<file path="config.mk">
export PLATFORM = sky130hd
export DESIGN_NAME = if_fetch_stage
export DESIGN_NICKNAME = d
export VERILOG_FILES = /design/src/rtl/if_fetch_stage.sv
export SDC_FILE = /design/constraint.sdc
export NUM_CORES = 1
export LEC_CHECK = 0
export ABC_AREA = 1
export CORE_MARGIN = 2
export CORE_UTILIZATION = 35
export CTS_BUF_LIST = sky130_fd_sc_hd__clkbuf_8
export CTS_CLUSTER_SIZE = 40
export DETAILED_ROUTE_END_ITERATION = 8
export PLACE_DENSITY_LB_ADDON = 0.1
export SLEW_MARGIN = 40
export SYNTH_ARGS = -nofsm -noshare
export SYNTH_HDL_FRONTEND = slang
export SYNTH_SLANG_ARGS = --single-unit
</file>
<file path="constraint.sdc">
create_clock -name clk -period 5.3 [get_ports clk]
set_input_delay 0.795 -clock clk [delete_from_list [all_inputs] [get_ports clk]]
set_output_delay 0.795 -clock clk [all_outputs]
set_load 0.02 [all_outputs]
</file>
<file path="src/rtl/if_fetch_stage.sv">
// Instruction fetch stage: owns the PC, issues one instruction-memory request at a time
// and presents the fetched word (or a NOP bubble) to the IF/ID register.
//
// state | meaning
// ------+----------------------------------------------------------------
// FETCH | request outstanding at req_addr; its response will be used
// VALID | inst_buf holds the instruction at pc; no request outstanding
// DROP  | request at req_addr still outstanding but redirected; discard it
module if_fetch_stage #(
   parameter logic [31:0] RESET_PC = 32'h0000_0000
) (
   input  logic        clk,
   input  logic        rst,
   input  logic        pc_en,
   input  logic        redirect,
   input  logic [31:0] redirect_pc,
   output logic        imem_req,
   output logic [31:0] imem_addr,
   input  logic        imem_ready,
   input  logic [31:0] imem_rdata,
   output logic [31:0] inst_f,
   output logic [31:0] pcplus4f,
   output logic [31:0] pc_f,
   output logic        fetch_stall
);

   typedef enum logic [1:0] {
      FETCH = 2'd0,
      VALID = 2'd1,
      DROP  = 2'd2
   } state_t;

   state_t      state_q, state_d;
   logic [31:0] pc_q, pc_d;
   logic [31:0] req_addr_q, req_addr_d;
   logic [31:0] inst_buf_q, inst_buf_d;

   logic [31:0] target;
   logic [31:0] pc_inc;
   logic        unused_redirect_lsbs;

   assign target               = {redirect_pc[31:2], 2'b00};
   assign pc_inc               = pc_q + 32'd4;
   assign unused_redirect_lsbs = ^redirect_pc[1:0];

   always_ff @(posedge clk or posedge rst) begin
      if (rst) begin
         state_q    <= FETCH;
         pc_q       <= RESET_PC;
         req_addr_q <= RESET_PC;
         inst_buf_q <= 32'h0000_0000;
      end else begin
         state_q    <= state_d;
         pc_q       <= pc_d;
         req_addr_q <= req_addr_d;
         inst_buf_q <= inst_buf_d;
      end
   end

   always_comb begin
      state_d    = state_q;
      pc_d       = pc_q;
      req_addr_d = req_addr_q;
      inst_buf_d = inst_buf_q;
      case (state_q)
         FETCH: begin
            if (redirect) begin
               pc_d = target;
               // A response landing with the redirect retires the old request, so the
               // new target can be issued at once; otherwise wait it out in DROP.
               if (imem_ready) begin
                  req_addr_d = target;
               end else begin
                  state_d = DROP;
               end
            end else if (imem_ready) begin
               inst_buf_d = imem_rdata;
               state_d    = VALID;
            end
         end
         VALID: begin
            if (redirect) begin
               pc_d       = target;
               req_addr_d = target;
               state_d    = FETCH;
            end else if (pc_en) begin
               pc_d       = pc_inc;
               req_addr_d = pc_inc;
               state_d    = FETCH;
            end
         end
         DROP: begin
            if (redirect) begin
               pc_d = target;
            end
            if (imem_ready) begin
               req_addr_d = redirect ? target : pc_q;
               state_d    = FETCH;
            end
         end
         default: begin
            state_d = FETCH;
         end
      endcase
   end

   always_comb begin
      imem_req    = (state_q != VALID);
      imem_addr   = req_addr_q;
      fetch_stall = (state_q != VALID);
      inst_f      = (state_q == VALID) ? inst_buf_q : 32'h0000_0000;
      pc_f        = pc_q;
      pcplus4f    = pc_inc;
   end

endmodule

</file>
## Yosys cells after proc, flatten, opt, wreduce, memory -nomap -nowiden

Cells that the tools add are included.

| word-level totals | value |
|---|---|
| flip-flop bits (word level) | 98 |
| input bits | 69 |
| output and inout port bits | 130 |
| logic and storage cells | 39 |

| cells by class | value |
|---|---|
| $add $sub $neg | 1 |
| eq/ne operators | 9 |
| mux-type cells | 16 |
| bitwise gates (word level) | 1 |
| reductions and logical operators | 8 |

Operator list:

| kind | count |
|---|---|
| $mux 32 | 7 |
| $pmux 32 s3 | 1 |
| $pmux 32 s2 | 1 |
| $add 32x3->32 const B | 1 |
| $mux 2 | 6 |
| $ne 3x3->1 const B | 3 |
| $ne 2x2->1 const B | 3 |
| $pmux 2 s3 | 1 |
| $reduce_and 5->1 | 1 |
| $reduce_and 4->1 | 1 |
| $reduce_and 3->1 | 1 |
| $reduce_bool 3->1 | 1 |
| $eq 2x1->1 const B | 1 |
| $eq 2x2->1 const B | 1 |
| $logic_not 2->1 | 1 |
| $ne 2x1->1 const B | 1 |
| $reduce_and 2->1 | 1 |
| $reduce_bool 2->1 | 1 |
| $reduce_or 2->1 | 1 |
| $not 1->1 | 1 |

## Longest topological paths before layout

| depth | value |
|---|---|
| depth after elaboration | 4 |
| depth in mapped cells | 14 |
| depth with buffers taken out | 14 |

## Least setup slack after synthesis

OpenSTA, ideal clock, no wires.

| timing | value |
|---|---|
| path kind | reg2out |
| start point | register pc_q[3], in the netlist pc_f[3] |
| end point | output port pcplus4f[24] |
| arrival time | 1,568 ps |
| data required time | 4,505 ps |
| slack | 2,937 ps |
| stages on the path, launching flop included | 9 |
| cells stage by stage | dfrtp_1 > ha_1 > nand2_2 > nor2_4 > nand2_1 > nor2_4 > nand2_1 > nand2_1 > and2_1 |

| between the ends | value |
|---|---|
| word-level cells in the longest chain between the ends | 1 |

RTL lines:

| item | RTL line | RTL |
|---|---|---|
| start: declaration | 34 | `logic [31:0] pc_q, pc_d;` |
| start signal: assignment | 54 | `pc_q <= pc_d;` |
| $add 32x3->32 | 43 | `assign pc_inc = pc_q + 32'd4;` |
| end: declaration | 22 | `output logic [31:0] pcplus4f,` |

Every way passes these cells.

## Worst setup path after layout

Same ends and word-level chain as after synthesis.

==> flow_summary.json <==
{
  "multi_input_comb_area_sq_um": 3420,
  "cp_data_required_time_ps": 4510,
  "cts-root-buf": "sky130_fd_sc_hd__clkbuf_8",
  "yosys_warnings": 0,
  "finish.cell_count_without_fillers": 1320,
  "worstMarginPinSlew_ps": 715,
  "finalCritPeriodShare_pct": 63.8,
  "number_of_distinct_standard_cells_referenced_by_the_synthesized_netlist": 31,
  "power_density_nw_per_um2": 649,
  "clock_pin_slew_on_the_worst_setup_and_hold_paths_ps": 120,
  "area_growth_syn_to_layout_pct": 36.3,
  "wl_per_cell_um": 16.4,
  "worst_hold_path_type": "reg -> reg",
  "met2_wire_length_mm": 9.23,
  "post-dp-hpwl_mm": 15.3,
  "number_of_buffers_added_for_setup_after_cts": 0,
  "clock_path_buffers": 2,
  "cap_violations": 0,
  "grt_start_max_net_pins": 72,
  "final-max-slew-violation-count": 0,
  "fin_skew_ps": 23.7,
  "yosys.area.top_type": "sky130_fd_sc_hd__dfrtp_1",
  "grt.overflow.total": 0,
  "grt_util_all_layers_pct": 22.3,
  "yosys-top-cells-count": "sky130_fd_sc_hd__nand2_1 (341), sky130_fd_sc_hd__nor2_1 (101), sky130_fd_sc_hd__dfrtp_1 (98)",
  "outcome": "complete, no violations",
  "setup.worst_path.end_class": "primary output",
  "finalWirelength_mm": 21.6,
  "power.share.sequential_pct": 26.0,
  "cp.arrival_ps": 2590,
  "async_flop_share_pct": 100,
  "final_setup_fails": 0,
  "leakage_nw": 4.15,
  "place_inst": 1304,
  "drc": 0,
  "grt_pass1_wl_mm": 34.1,
  "post_syn_area_per_cell_sq_um": 6.95,
  "synth_seq_cells": 98,
  "std_cell_rows": 49,
  "final-hold-violation-count": 0,
  "combinationalPowerShare_pct": 65.3,
  "net_switching_fraction_of_the_power_pct": 50.7,
  "post_route_setup_tns_ps": 0,
  "post_cts.resized_instances": 0,
  "final_layout_size_suffix_gt1_share_pct": 9.44,
  "yosys.area.top_type_share_pct": 38.4,
  "ioPinCount": 199,
  "postSynthNetCount": 991,
  "initial_utilization_pct": 35.7,
  "critical_path_class": "reg -> out",
  "wire_length_on_met3_mm": 1.86,
  "postRouteAntennaNets": 0,
  "fraction_of_the_yosys_area_taken_by_sequential_cells_pct": 38.4,
  "worst_setup_path_start_kind": "flop",
  "diodes": 0,
  "switching_power_summed_over_all_nets_mw": 2.86,
  "cts.hold.buffers_added": 0,
  "p_int_mw": 2.78,
  "mapped_cells": 918,
  "final.min_clock_period_ps": 3380,
  "clkSinkCount": 98,
  "maxClockFrequency_mhz": 296,
  "floorplan.die_area_sq_um": 19300,
  "cp_max_fo": 5,
  "power.ir.vdd_worst_v": 0.000289,
  "timing.slew.headroom_pct": 52.4,
  "syn-cell-area_sq_um": 6380,
  "reg2reg_setup_slack_ps": 2320,
  "num_vias": 6423,
  "antenna_found_initial": 1,
  "number_of_synthesized_flops_with_an_enable_pin": 0,
  "detail_route.wirelength.met1_mm": 10.2,
  "io_buffer_count": 196,
  "die_w_um": 139,
  "cts-buffers-inserted": 9,
  "ys_dominant_reg_cell": "sky130_fd_sc_hd__dfrtp_1",
  "fill_cells": 1821,
  "synth_most_common_cell": "sky130_fd_sc_hd__nand2_1",
  "unrepaired_setup_endpoints_after_global_routing": "no",
  "top_cells_by_area_in_the_synthesized_netlist": "sky130_fd_sc_hd__dfrtp_1 (38%), sky130_fd_sc_hd__nand2_1 (20%), sky130_fd_sc_hd__nor2_1 (5.9%)",
  "firstDrtPassIters": 5,
  "top_routing_layer_in_use": "met5",
  "chipHeight_um": 139,
  "final-seq-area_sq_um": 2450,
  "core_area_sq_um": 17900,
  "htreeDepth": 3,
  "vias_per_cell": 4.87,
  "first_global_vias": 6027,
  "gp_routability_congestion": 0.831,
  "drt_iter0_markers": 469,
  "fin_nets": 1159,
  "clock_power_share_pct": 8.7,
  "clk-insertion-delay-late_ps": 390,
  "tritoncts": "built"
}
flip-flops by register name, summed over array words and instances (netlist names):
name and flops:
state_q 2, inst_buf_q 32, pc_f 32, imem_addr 32
power groups by stage:
stage | logic (mW) | clock network, mW | registers (mW)
after floorplan | 1.98 | 0 | 1.67
after CTS | 3.69 | 0.509 | 1.46
after detailed placement | 3.68 | 0 | 1.47
final | 3.69 | 0.491 | 1.46
after global routing | 4.03 | 0.542 | 1.52
after global placement | 3.66 | 0 | 1.47
layout make-up:
| class | instances | share of cell area (%) |
|---|---|---|
| inverter | 81 | 3.55 |
| timing repair buffer | 207 | 23.5 |
| sequential | 98 | 28.2 |
| clock buffer | 9 | 1.42 |
| multi-input combinational | 689 | 39.3 |
| clock inverter | 7 | 0.705 |
| tap | 229 | 3.29 |
metal layers:
layer	vias up	GRT usage [%]
met5	-	0
met1	2934	32.4
li1	3223	-
met2	245	32.9
met3	19	6.15
met4	2	5.42
worst paths after layout:
path,startpoint,to,cells after the start
min reg2reg,imem_addr[31]$_DFFE_PP0P_,imem_addr[31]$_DFFE_PP0P_,2
max in group asynchronous,rst,inst_buf_q[8]$_DFFE_PP0P_,3
max,pc_f[3]$_DFFE_PP0P_,pcplus4f[24],9
min,imem_addr[31]$_DFFE_PP0P_,imem_addr[31]$_DFFE_PP0P_,2
min in group asynchronous,rst,imem_addr[28]$_DFFE_PP0P_,2
max reg2reg,state_q[0]$_DFFE_PP0P_,imem_addr[6]$_DFFE_PP0P_,10
layout by cell type, fill, tap and decap left out, types with 7 or more instances in the layout:
cell,Yosys,layout
sky130_fd_sc_hd__a21oi_1,64,63
sky130_fd_sc_hd__and2_1,7,7
sky130_fd_sc_hd__buf_4,4,10
sky130_fd_sc_hd__clkbuf_8,0,9
sky130_fd_sc_hd__clkdlybuf4s50_1,0,195
sky130_fd_sc_hd__dfrtp_1,98,98
sky130_fd_sc_hd__inv_1,78,75
sky130_fd_sc_hd__mux2_2,32,32
sky130_fd_sc_hd__nand2_1,341,341
sky130_fd_sc_hd__nand3_1,19,18
sky130_fd_sc_hd__nor2_1,101,100
sky130_fd_sc_hd__nor2_4,9,10
sky130_fd_sc_hd__o21ai_0,54,54
sky130_fd_sc_hd__o22ai_1,15,15
sky130_fd_sc_hd__xor2_2,8,8
cells by family (layout without fill, tap and decap cells):
| family | Yosys count | count (layout) | synth area share (%) |
|---|---|---|---|
| simple gates | 494 | 494 | 31.9 |
| compound gates | 145 | 145 | 12.0 |
| buf+inv | 131 | 304 | 8.45 |
| flops | 98 | 98 | 38.4 |
| mux | 32 | 32 | 5.64 |
| xor+xnor | 14 | 14 | 2.86 |
| fa+ha+maj | 4 | 4 | 0.784 |
critical path, cell delays in order (launching register included):
cell and delay, ps:
sky130_fd_sc_hd__dfrtp_1 480, sky130_fd_sc_hd__ha_1 250, sky130_fd_sc_hd__nand2_2 90, sky130_fd_sc_hd__nor2_4 180
sky130_fd_sc_hd__nand2_1 150, sky130_fd_sc_hd__nor2_4 190, sky130_fd_sc_hd__nand2_1 80, sky130_fd_sc_hd__nand2_1 80
sky130_fd_sc_hd__and2_1 120, sky130_fd_sc_hd__clkdlybuf4s50_1 590
through the flow:
| step | setup WS, ps | instance area (sq um) | power [mW] | hold WS (ps) | util (%) |
|---|---|---|---|---|---|
| final | 1920 | 8700 | 5.64 | 485 | 48.6 |
| after global routing | 1770 | 8700 | 6.09 | 511 | 48.6 |
| after CTS | 1890 | 8700 | 5.66 | 493 | 48.6 |
| after detailed placement | 2190 | 8510 | 5.16 | 464 | 47.6 |
| after global placement | 2230 | 8500 | 5.13 | 465 | 47.5 |
| after floorplan | 1940 | 6380 | 3.65 | 478 | - |
Note: power is estimated with default switching activity, not from simulation.
